File: src/rtl/hc85_seq_cmp.sv
// Sequential multi-word magnitude comparator with 74HC85 cascade semantics.
// Optional macro SIGNED_CMP_EN: treat the first (MS) beat as signed two's complement.
module hc85_seq_cmp #(
  parameter  int WIDTH     = 4,
  parameter  int MAX_WORDS = 8,
  localparam int CNT_W     = $clog2(MAX_WORDS + 1)
) (
  input  logic             clk,
  input  logic             rst_n,
  input  logic             in_valid,
  output logic             in_ready,
  input  logic [WIDTH-1:0] a_word,
  input  logic [WIDTH-1:0] b_word,
  input  logic             in_last,
  input  logic [2:0]       cas_in,
  output logic             res_valid,
  input  logic             res_ready,
  output logic [2:0]       q,
  output logic [CNT_W-1:0] words,
  output logic             err
);

  typedef enum logic [1:0] {IDLE, CMP, DONE} state_t;
  typedef enum logic [1:0] {D_NONE, D_GT, D_LT} dec_t;

  localparam logic [CNT_W-1:0] MAX_CNT = CNT_W'(MAX_WORDS);
  localparam logic [CNT_W-1:0] ONE_CNT = CNT_W'(1);

  state_t           state;
  dec_t             dec;
  logic [CNT_W-1:0] cnt;

  logic             beat;
  logic             first;
  logic             gt;
  logic             lt;
  dec_t             dec_cur;
  dec_t             dec_nxt;
  logic [CNT_W-1:0] cnt_nxt;

  // All-equal operands fall back to the HC85 cascade inputs.
  function automatic logic [2:0] cascade(input logic [2:0] cas);
    logic [2:0] r;
    if (cas[1]) begin
      r = 3'b010;
    end else begin
      case ({cas[2], cas[0]})
        2'b10:   r = 3'b100;
        2'b01:   r = 3'b001;
        2'b11:   r = 3'b000;
        default: r = 3'b101;
      endcase
    end
    return r;
  endfunction

  function automatic logic [2:0] result(input dec_t d, input logic [2:0] cas);
    logic [2:0] r;
    case (d)
      D_GT:    r = 3'b100;
      D_LT:    r = 3'b001;
      default: r = cascade(cas);
    endcase
    return r;
  endfunction

  always_comb begin
    beat    = in_valid && in_ready;
    first   = (state == IDLE);
    cnt_nxt = first ? ONE_CNT : cnt + ONE_CNT;
    dec_cur = first ? D_NONE : dec;
`ifdef SIGNED_CMP_EN
    // The MS beat carries the operand sign; lower beats are plain magnitude.
    if (first) begin
      gt = $signed(a_word) > $signed(b_word);
      lt = $signed(a_word) < $signed(b_word);
    end else begin
      gt = a_word > b_word;
      lt = a_word < b_word;
    end
`else
    gt = a_word > b_word;
    lt = a_word < b_word;
`endif
    dec_nxt = dec_cur;
    if (dec_cur == D_NONE) begin
      if (gt)      dec_nxt = D_GT;
      else if (lt) dec_nxt = D_LT;
    end
  end

  always_ff @(posedge clk or negedge rst_n) begin
    if (!rst_n) begin
      state     <= IDLE;
      dec       <= D_NONE;
      cnt       <= '0;
      in_ready  <= 1'b0;
      res_valid <= 1'b0;
      q         <= 3'b000;
      words     <= '0;
      err       <= 1'b0;
    end else begin
      case (state)
        IDLE, CMP: begin
          in_ready <= 1'b1;
          if (beat) begin
            cnt   <= cnt_nxt;
            dec   <= dec_nxt;
            state <= CMP;
            if (in_last) begin
              state     <= DONE;
              in_ready  <= 1'b0;
              res_valid <= 1'b1;
              q         <= result(dec_nxt, cas_in);
              words     <= cnt_nxt;
              err       <= 1'b0;
            end else if (cnt_nxt == MAX_CNT) begin
              // Overrun: the stream never terminated within MAX_WORDS beats.
              state     <= DONE;
              in_ready  <= 1'b0;
              res_valid <= 1'b1;
              q         <= 3'b000;
              words     <= MAX_CNT;
              err       <= 1'b1;
            end
          end
        end
        DONE: begin
          if (res_ready) begin
            res_valid <= 1'b0;
            in_ready  <= 1'b1;
            state     <= IDLE;
          end
        end
        default: begin
          state    <= IDLE;
          in_ready <= 1'b0;
        end
      endcase
    end
  end

endmodule

File: config.mk
export PLATFORM = sky130hd
export DESIGN_NAME = hc85_seq_cmp
export DESIGN_NICKNAME = d
export VERILOG_FILES = /design/src/rtl/hc85_seq_cmp.sv
export SDC_FILE = /design/constraint.sdc
export NUM_CORES = 1
export LEC_CHECK = 0
export BUFFER_PORTS_ARGS = -buffer_cell sky130_fd_sc_hd__clkbuf_2
export CELL_PAD_IN_SITES_DETAIL_PLACEMENT = 1
export CELL_PAD_IN_SITES_GLOBAL_PLACEMENT = 2
export CORE_MARGIN = 3
export CORE_UTILIZATION = 34
export CTS_CLUSTER_DIAMETER = 30
export DETAILED_ROUTE_END_ITERATION = 8
export PLACE_DENSITY_LB_ADDON = 0.1
export SETUP_SLACK_MARGIN = 0.05
export SYNTH_ARGS = -nofsm -noshare
export SYNTH_HDL_FRONTEND = slang
export SYNTH_SLANG_ARGS = --single-unit
File: constraint.sdc
create_clock -name clk -period 3.65 [get_ports clk]
set_clock_uncertainty 0.05 [all_clocks]
set_input_delay 0.365 -clock clk [delete_from_list [all_inputs] [get_ports clk]]
set_output_delay 0.365 -clock clk [all_outputs]
set_load 0.01 [all_outputs]
Word level (Yosys, flattened, before mapping)

Cells that the tools add are included.

Add/sub/neg operators: 1
$lt $le $gt $ge: 2
Equality and inequality tests: 11
Multiplexer cells: 28
Reduce and logical (&&, ||, !) cells: 10

Operators with widths:

| cell                | count |
|---|---|
| $mux 2              | 8 |
| $mux 4              | 3 |
| $mux 1              | 9 |
| $mux 3              | 3 |
| $pmux 3 s3          | 1 |
| $eq 2x2->1 const B  | 4 |
| $eq 2x1->1 const B  | 3 |
| $pmux 3 s2          | 1 |
| $add 4x1->4 const B | 1 |
| $eq 4x4->1 const B  | 1 |
| $gt 4x4->1          | 1 |
| $logic_not 2->1     | 2 |
| $lt 4x4->1          | 1 |
| $ne 2x2->1 const B  | 2 |
| $pmux 1 s2          | 2 |
| $pmux 2 s2          | 1 |
| $reduce_and 2->1    | 2 |
| $reduce_and 4->1    | 1 |
| $reduce_bool 2->1   | 2 |
| $ne 3x3->1 const B  | 1 |
| $reduce_and 3->1    | 1 |
| $reduce_or 2->1     | 1 |
| $logic_and 1x1->1   | 1 |

Register bits: 18
Bits of input ports: 16
Output and inout port bits: 10
Logic and storage cells: 60

Logic depth before layout (Yosys ltp)

Depth in word-level cells: 8
Depth in mapped cells: 6
Mapped depth without buffers: 6

Worst setup path before layout

No wires, ideal clock.

Path kind: input-to-reg
Start: input port b_word[3]
End: register q[1]
Library setup time: 0.126 ns
Data arrival time: 1.509 ns
Required time: 3.474 ns
Setup slack: 1.965 ns
Stages: 6
Buffers on the path: 0
Cell sequence: inv_1 > ha_1 > a21o_1 > or3_1 > a31oi_1 > o22ai_1

Cells in the longest elaborated chain, start to end: 7
Elaborated cells between the ends (all ways): 9
Classes of those cells: 2 x order compare; 2 x eq/ne; 5 x mux

RTL lines:

| item                                            | line | RTL |
|---|---|---|
| start: declaration                              | 13   | `input logic [WIDTH-1:0] b_word,` |
| $lt 4x4->1                                      | 83   | `lt = a_word < b_word;` |
| $mux 2                                          | 88   | `else if (lt) dec_nxt = D_LT;` |
| $mux 2 (*)                                      | 87   | `if (gt) dec_nxt = D_GT;` |
| $mux 2 (*)                                      | 86   | `if (dec_cur == D_NONE) begin` |
| $eq 2x2->1 / $eq 2x1->1 (equally long branches) | 59   | `case (d)` |
| $pmux 3 s2 (*)                                  | 59   |  |
| $mux 3 (*)                                      | 110  | `if (in_last) begin` |
| end signal: assignment                          | 114  | `q <= result(dec_nxt, cas_in);` |
| end: declaration                                | 18   | `output logic [2:0] q,` |

Mark *: on every way between the ends. The rest lies on a longest branch, timed or not.
A chain may end at the register's enable or synchronous reset.

Worst setup path after layout

Start: register cnt[0]
End: register words[2]

Cells in the longest elaborated chain, start to end: 5
Elaborated cells between the ends (all ways): 6
Classes of those cells: 1 x add/sub; 1 x eq/ne; 2 x mux; 2 x reduce/logical

RTL lines:

| item                        | line | RTL |
|---|---|---|
| start: declaration          | 31   | `logic [CNT_W-1:0] cnt;` |
| start signal: assignment    | 107  | `cnt <= cnt_nxt;` |
| $add 4x1->4 (*)             | 70   | `cnt_nxt = first ? ONE_CNT : cnt + ONE_CNT;` |
| $mux 4 (*)                  | 70   |  |
| $eq 4x4->1                  | 117  | `end else if (cnt_nxt == MAX_CNT) begin` |
| $reduce_bool 2->1 (no line) | --   |  |
| $reduce_and 3->1 (no line)  | --   |  |
| end signal: assignment      | 115  | `words <= cnt_nxt;` |
| end: declaration            | 19   | `output logic [CNT_W-1:0] words,` |

Marked as above.

==> insert_results.sql <==
INSERT INTO impl_metrics (metric_group, metric, value, unit) VALUES
('outcome', 'run_status', 'finished, final reports clean', ''),
('yosys', 'syn-num-nets', '136', ''),
('worst_hold_path', 'hold_depth', '2', ''),
('yosys', 'synth_area', '1105', 'µm²'),
('finish', 'final_layout_size_suffix_gt1_share', '28.57', '%'),
('cts', 'library_cell_used_as_clock_root_buffer', 'clkbuf_4', ''),
('placed_design', 'dpl-instance-area', '1260', 'µm²'),
('timing', 'min_period', '1.883', 'ns'),
('worst_setup_path', 'ff_to_ff_start', 'cnt[0]$_DFFE_PN0P_', ''),
('worst_setup_path', 'timing.critical_path.fanout_max', '5', ''),
('worst_setup_path', 'timing.reg2reg.worst_path_depth', '5', ''),
('timing', 'timing_worst_slew_pin_value', '0.4587', 'ns'),
('detailed_routing', 'drtIter0Drc', '46', ''),
('floorplanning', 'num_rows', '20', ''),
('detailed_routing', 'drc', '0', ''),
('cts', 'max-clock-path-buffers', '2', ''),
('worst_hold_path', 'worstHoldStart', 'res_ready', ''),
('timing', 'post-route-period-util', '51.58', '%'),
('yosys', 'synthesis.yosys.warnings', '0', ''),
('grt', 'grt_first_pass_wirelength', '4767', 'µm'),
('finish', 'layout_common_cells', '25 x clkbuf_2, 18 x dfrtp_1, 13 x nand2_1', ''),
('power', 'intPower', '0.4379', 'mW'),
('power', 'sw_frac_of_total', '40.42', '%'),
('timing', 'worst_hold_slack', '0.2832', 'ns'),
('worst_setup_path', 'cp.arrival', '2.02', 'ns'),
('power', 'leakage', '0.6259', 'nW'),
('yosys', 'postSynthCellCount', '115', ''),
('cts', 'cts.repair.resized', '0', ''),
('power', 'power.total', '0.7349', 'mW'),
('placed_design', 'detailedPlacementHpwl', '2134', 'µm'),
('finish', 'num_antenna_cells', '0', ''),
('worst_hold_path', 'worstHoldPathType', 'in2reg', ''),
('cts', 'cts.htree.levels', '1', ''),
('yosys', 'postSynthAreaPerCell', '9.607', 'µm²'),
('worst_setup_path', 'cp-end-kind', 'flop', ''),
('yosys', 'synth.lib_cells_used.distinct', '42', ''),
('cts', 'clk_transition_reported_paths', '0.11', 'ns'),
('worst_hold_path', 'hold_ep', 'state[1]$_DFFE_PN0P_', ''),
('worst_setup_path', 'worstSetupStartpointType', 'flop', ''),
('cts', 'clock_buffer_count_from_cts', '3', ''),
('yosys', 'ys_flop_type', 'dfrtp_1', ''),
('floorplanning', 'pin_count', '26', ''),
('timing', 'timing_hold_violations_final', '0', ''),
('worst_setup_path', 'path_class', 'reg2reg', ''),
('yosys', 'ys_seq_elements', '18', ''),
('grt', 'grt_overflow_total', '0', ''),
('power', 'comb_power_share', '41.4', '%'),
('cts', 'tritoncts', 'yes', ''),
('detailed_routing', 'detailedRoute.firstPassIterationCount', '4', ''),
('floorplanning', 'initial_core_util', '35.89', '%'),
('finish', 'post-route-cell-area', '1292', 'µm²'),
('worst_setup_path', 'data_required_critical_path', '3.79', 'ns'),
('placed_design', 'place_congestion', '0.7359', ''),
('yosys', 'synth.top_cells.by_area', 'dfrtp_1 41%, ha_1 5.7%, o21ai_0 5.4%', ''),
('grt', 'grtUsageTotal', '15.28', '%'),
('job', 'drv.max_cap_violation_count', '0', ''),
('cts', 'clock_latency_of_the_later_clocked_register_in_the_worst_skew_pair', '0.29', 'ns'),
('detailed_routing', 'drt_wl_total', '2721', 'µm'),
('finish', 'final_util', '41.99', '%'),
('worst_setup_path', 'regToRegSetupSlack', '1.77', 'ns'),
('grt', 'grt_pass1_vias', '964', ''),
('cts', 'cts.sink_count', '18', ''),
('power', 'p_seq_share', '44.9', '%'),
('detailed_routing', 'vias', '970', ''),
('floorplanning', 'horiz_die_dim', '63.01', 'µm'),
('grt', 'largest_net_degree_at_the_start_of_global_routing', '19', ''),
('timing', 'rsz0062_at_grt', 'false', ''),
('timing', 'total_neg_setup_slack', '0', 'ns'),
('grt', 'antenna_found_initial', '0', ''),
('detailed_routing', 'final_antenna_net_count', '0', ''),
('floorplanning', 'die_height', '63.01', 'µm');
[per-stage QoR]
step,std cells,worst slack (ns)
CTS,184,1.761
global placement,180,1.790
finish,184,1.767
detailed placement,180,1.762
global route,184,1.694
floorplan,115,1.965
[power groups by stage]
| stage | clock network (mW) | registers [mW] | logic (mW) |
|---|---|---|---|
| 2_1_floorplan | 0 | 0.329 | 0.211 |
| 3_3_place_gp | 0 | 0.331 | 0.303 |
| 3_5_place_dp | 0 | 0.335 | 0.308 |
| 4_1_cts | 0.104 | 0.331 | 0.310 |
| 5_1_grt | 0.116 | 0.343 | 0.339 |
| 6_report | 0.100 | 0.330 | 0.304 |
[Yosys cell counts, drive strengths merged, types with 2 or more instances]
cell type  number
nor2            9
or2             2
o21ai          12
nand3b          2
a21oi           5
dfrtp          18
buf             3
ha              5
o22ai           3
xor2            2
and3            3
o21a            3
inv             5
nor4            3
a32o            2
nand3           6
nand2          13
[critical path, stage by stage, from the launching register on]
cell     delay [ns]
dfrtp_1        0.45
ha_1           0.26
xor2_1         0.21
nor3b_4        0.36
nand3_4        0.16
a32o_2         0.29
[how the worst max path moves through the flow]
stage | slack (ns) | endpoint | cells past startpoint | start
6_report | 1.77 | words[2]$_DFFE_PN0P_ | 5 | cnt[0]$_DFFE_PN0P_
4_1_cts | 1.76 | words[2]$_DFFE_PN0P_ | 5 | cnt[0]$_DFFE_PN0P_
2_1_floorplan | 1.96 | q[1]$_DFFE_PN0P_ | 6 | b_word[3]
3_3_place_gp | 1.79 | q[1]$_DFFE_PN0P_ | 7 | b_word[3]
3_5_place_dp | 1.76 | q[1]$_DFFE_PN0P_ | 7 | b_word[3]
5_1_grt | 1.69 | words[2]$_DFFE_PN0P_ | 5 | cnt[0]$_DFFE_PN0P_
[final cells by class]
cell class | instances | area (µm²)
fill | 381 | 1785
multi-input combinational | 88 | 610.6
sequential | 18 | 450.4
timing repair buffer | 26 | 135.1
tap | 44 | 55.05
clock buffer | 3 | 22.52
inverter | 5 | 18.77
[sequential cells by signal (all words and copies together), names as in the netlist]
| signal | count |
|---|---|
| cnt | 4 |
| state | 2 |
| words | 4 |
| res_valid | 1 |
| q | 3 |
| dec | 2 |
| in_ready | 1 |
| err | 1 |
[kinds of logic after synthesis]
group | synth area share, %
XOR/XNOR | 3.058
AO/OA/AOI/OAI | 21.07
flip-flops | 40.77
adder cells (fa/ha/maj) | 5.663
buffers and inverters | 3.964
AND/OR/NAND/NOR | 25.48
[layer usage]
| layer | up-vias | track usage, % | wire length (µm) |
|---|---|---|---|
| met4 | 0 | 6.061 | 43 |
| met5 | - | 0 | 0 |
| li1 | 476 | - | - |
| met1 | 469 | 22.26 | 1369 |
| met2 | 20 | 22.40 | 1226 |
| met3 | 5 | 2.338 | 81 |
[what timing repair did]
item	CTS	global route
hold buffers	1	0
hold endpoints to repair	18	0
setup buffers	0	0
Note: power is estimated with default switching activity, not from simulation.
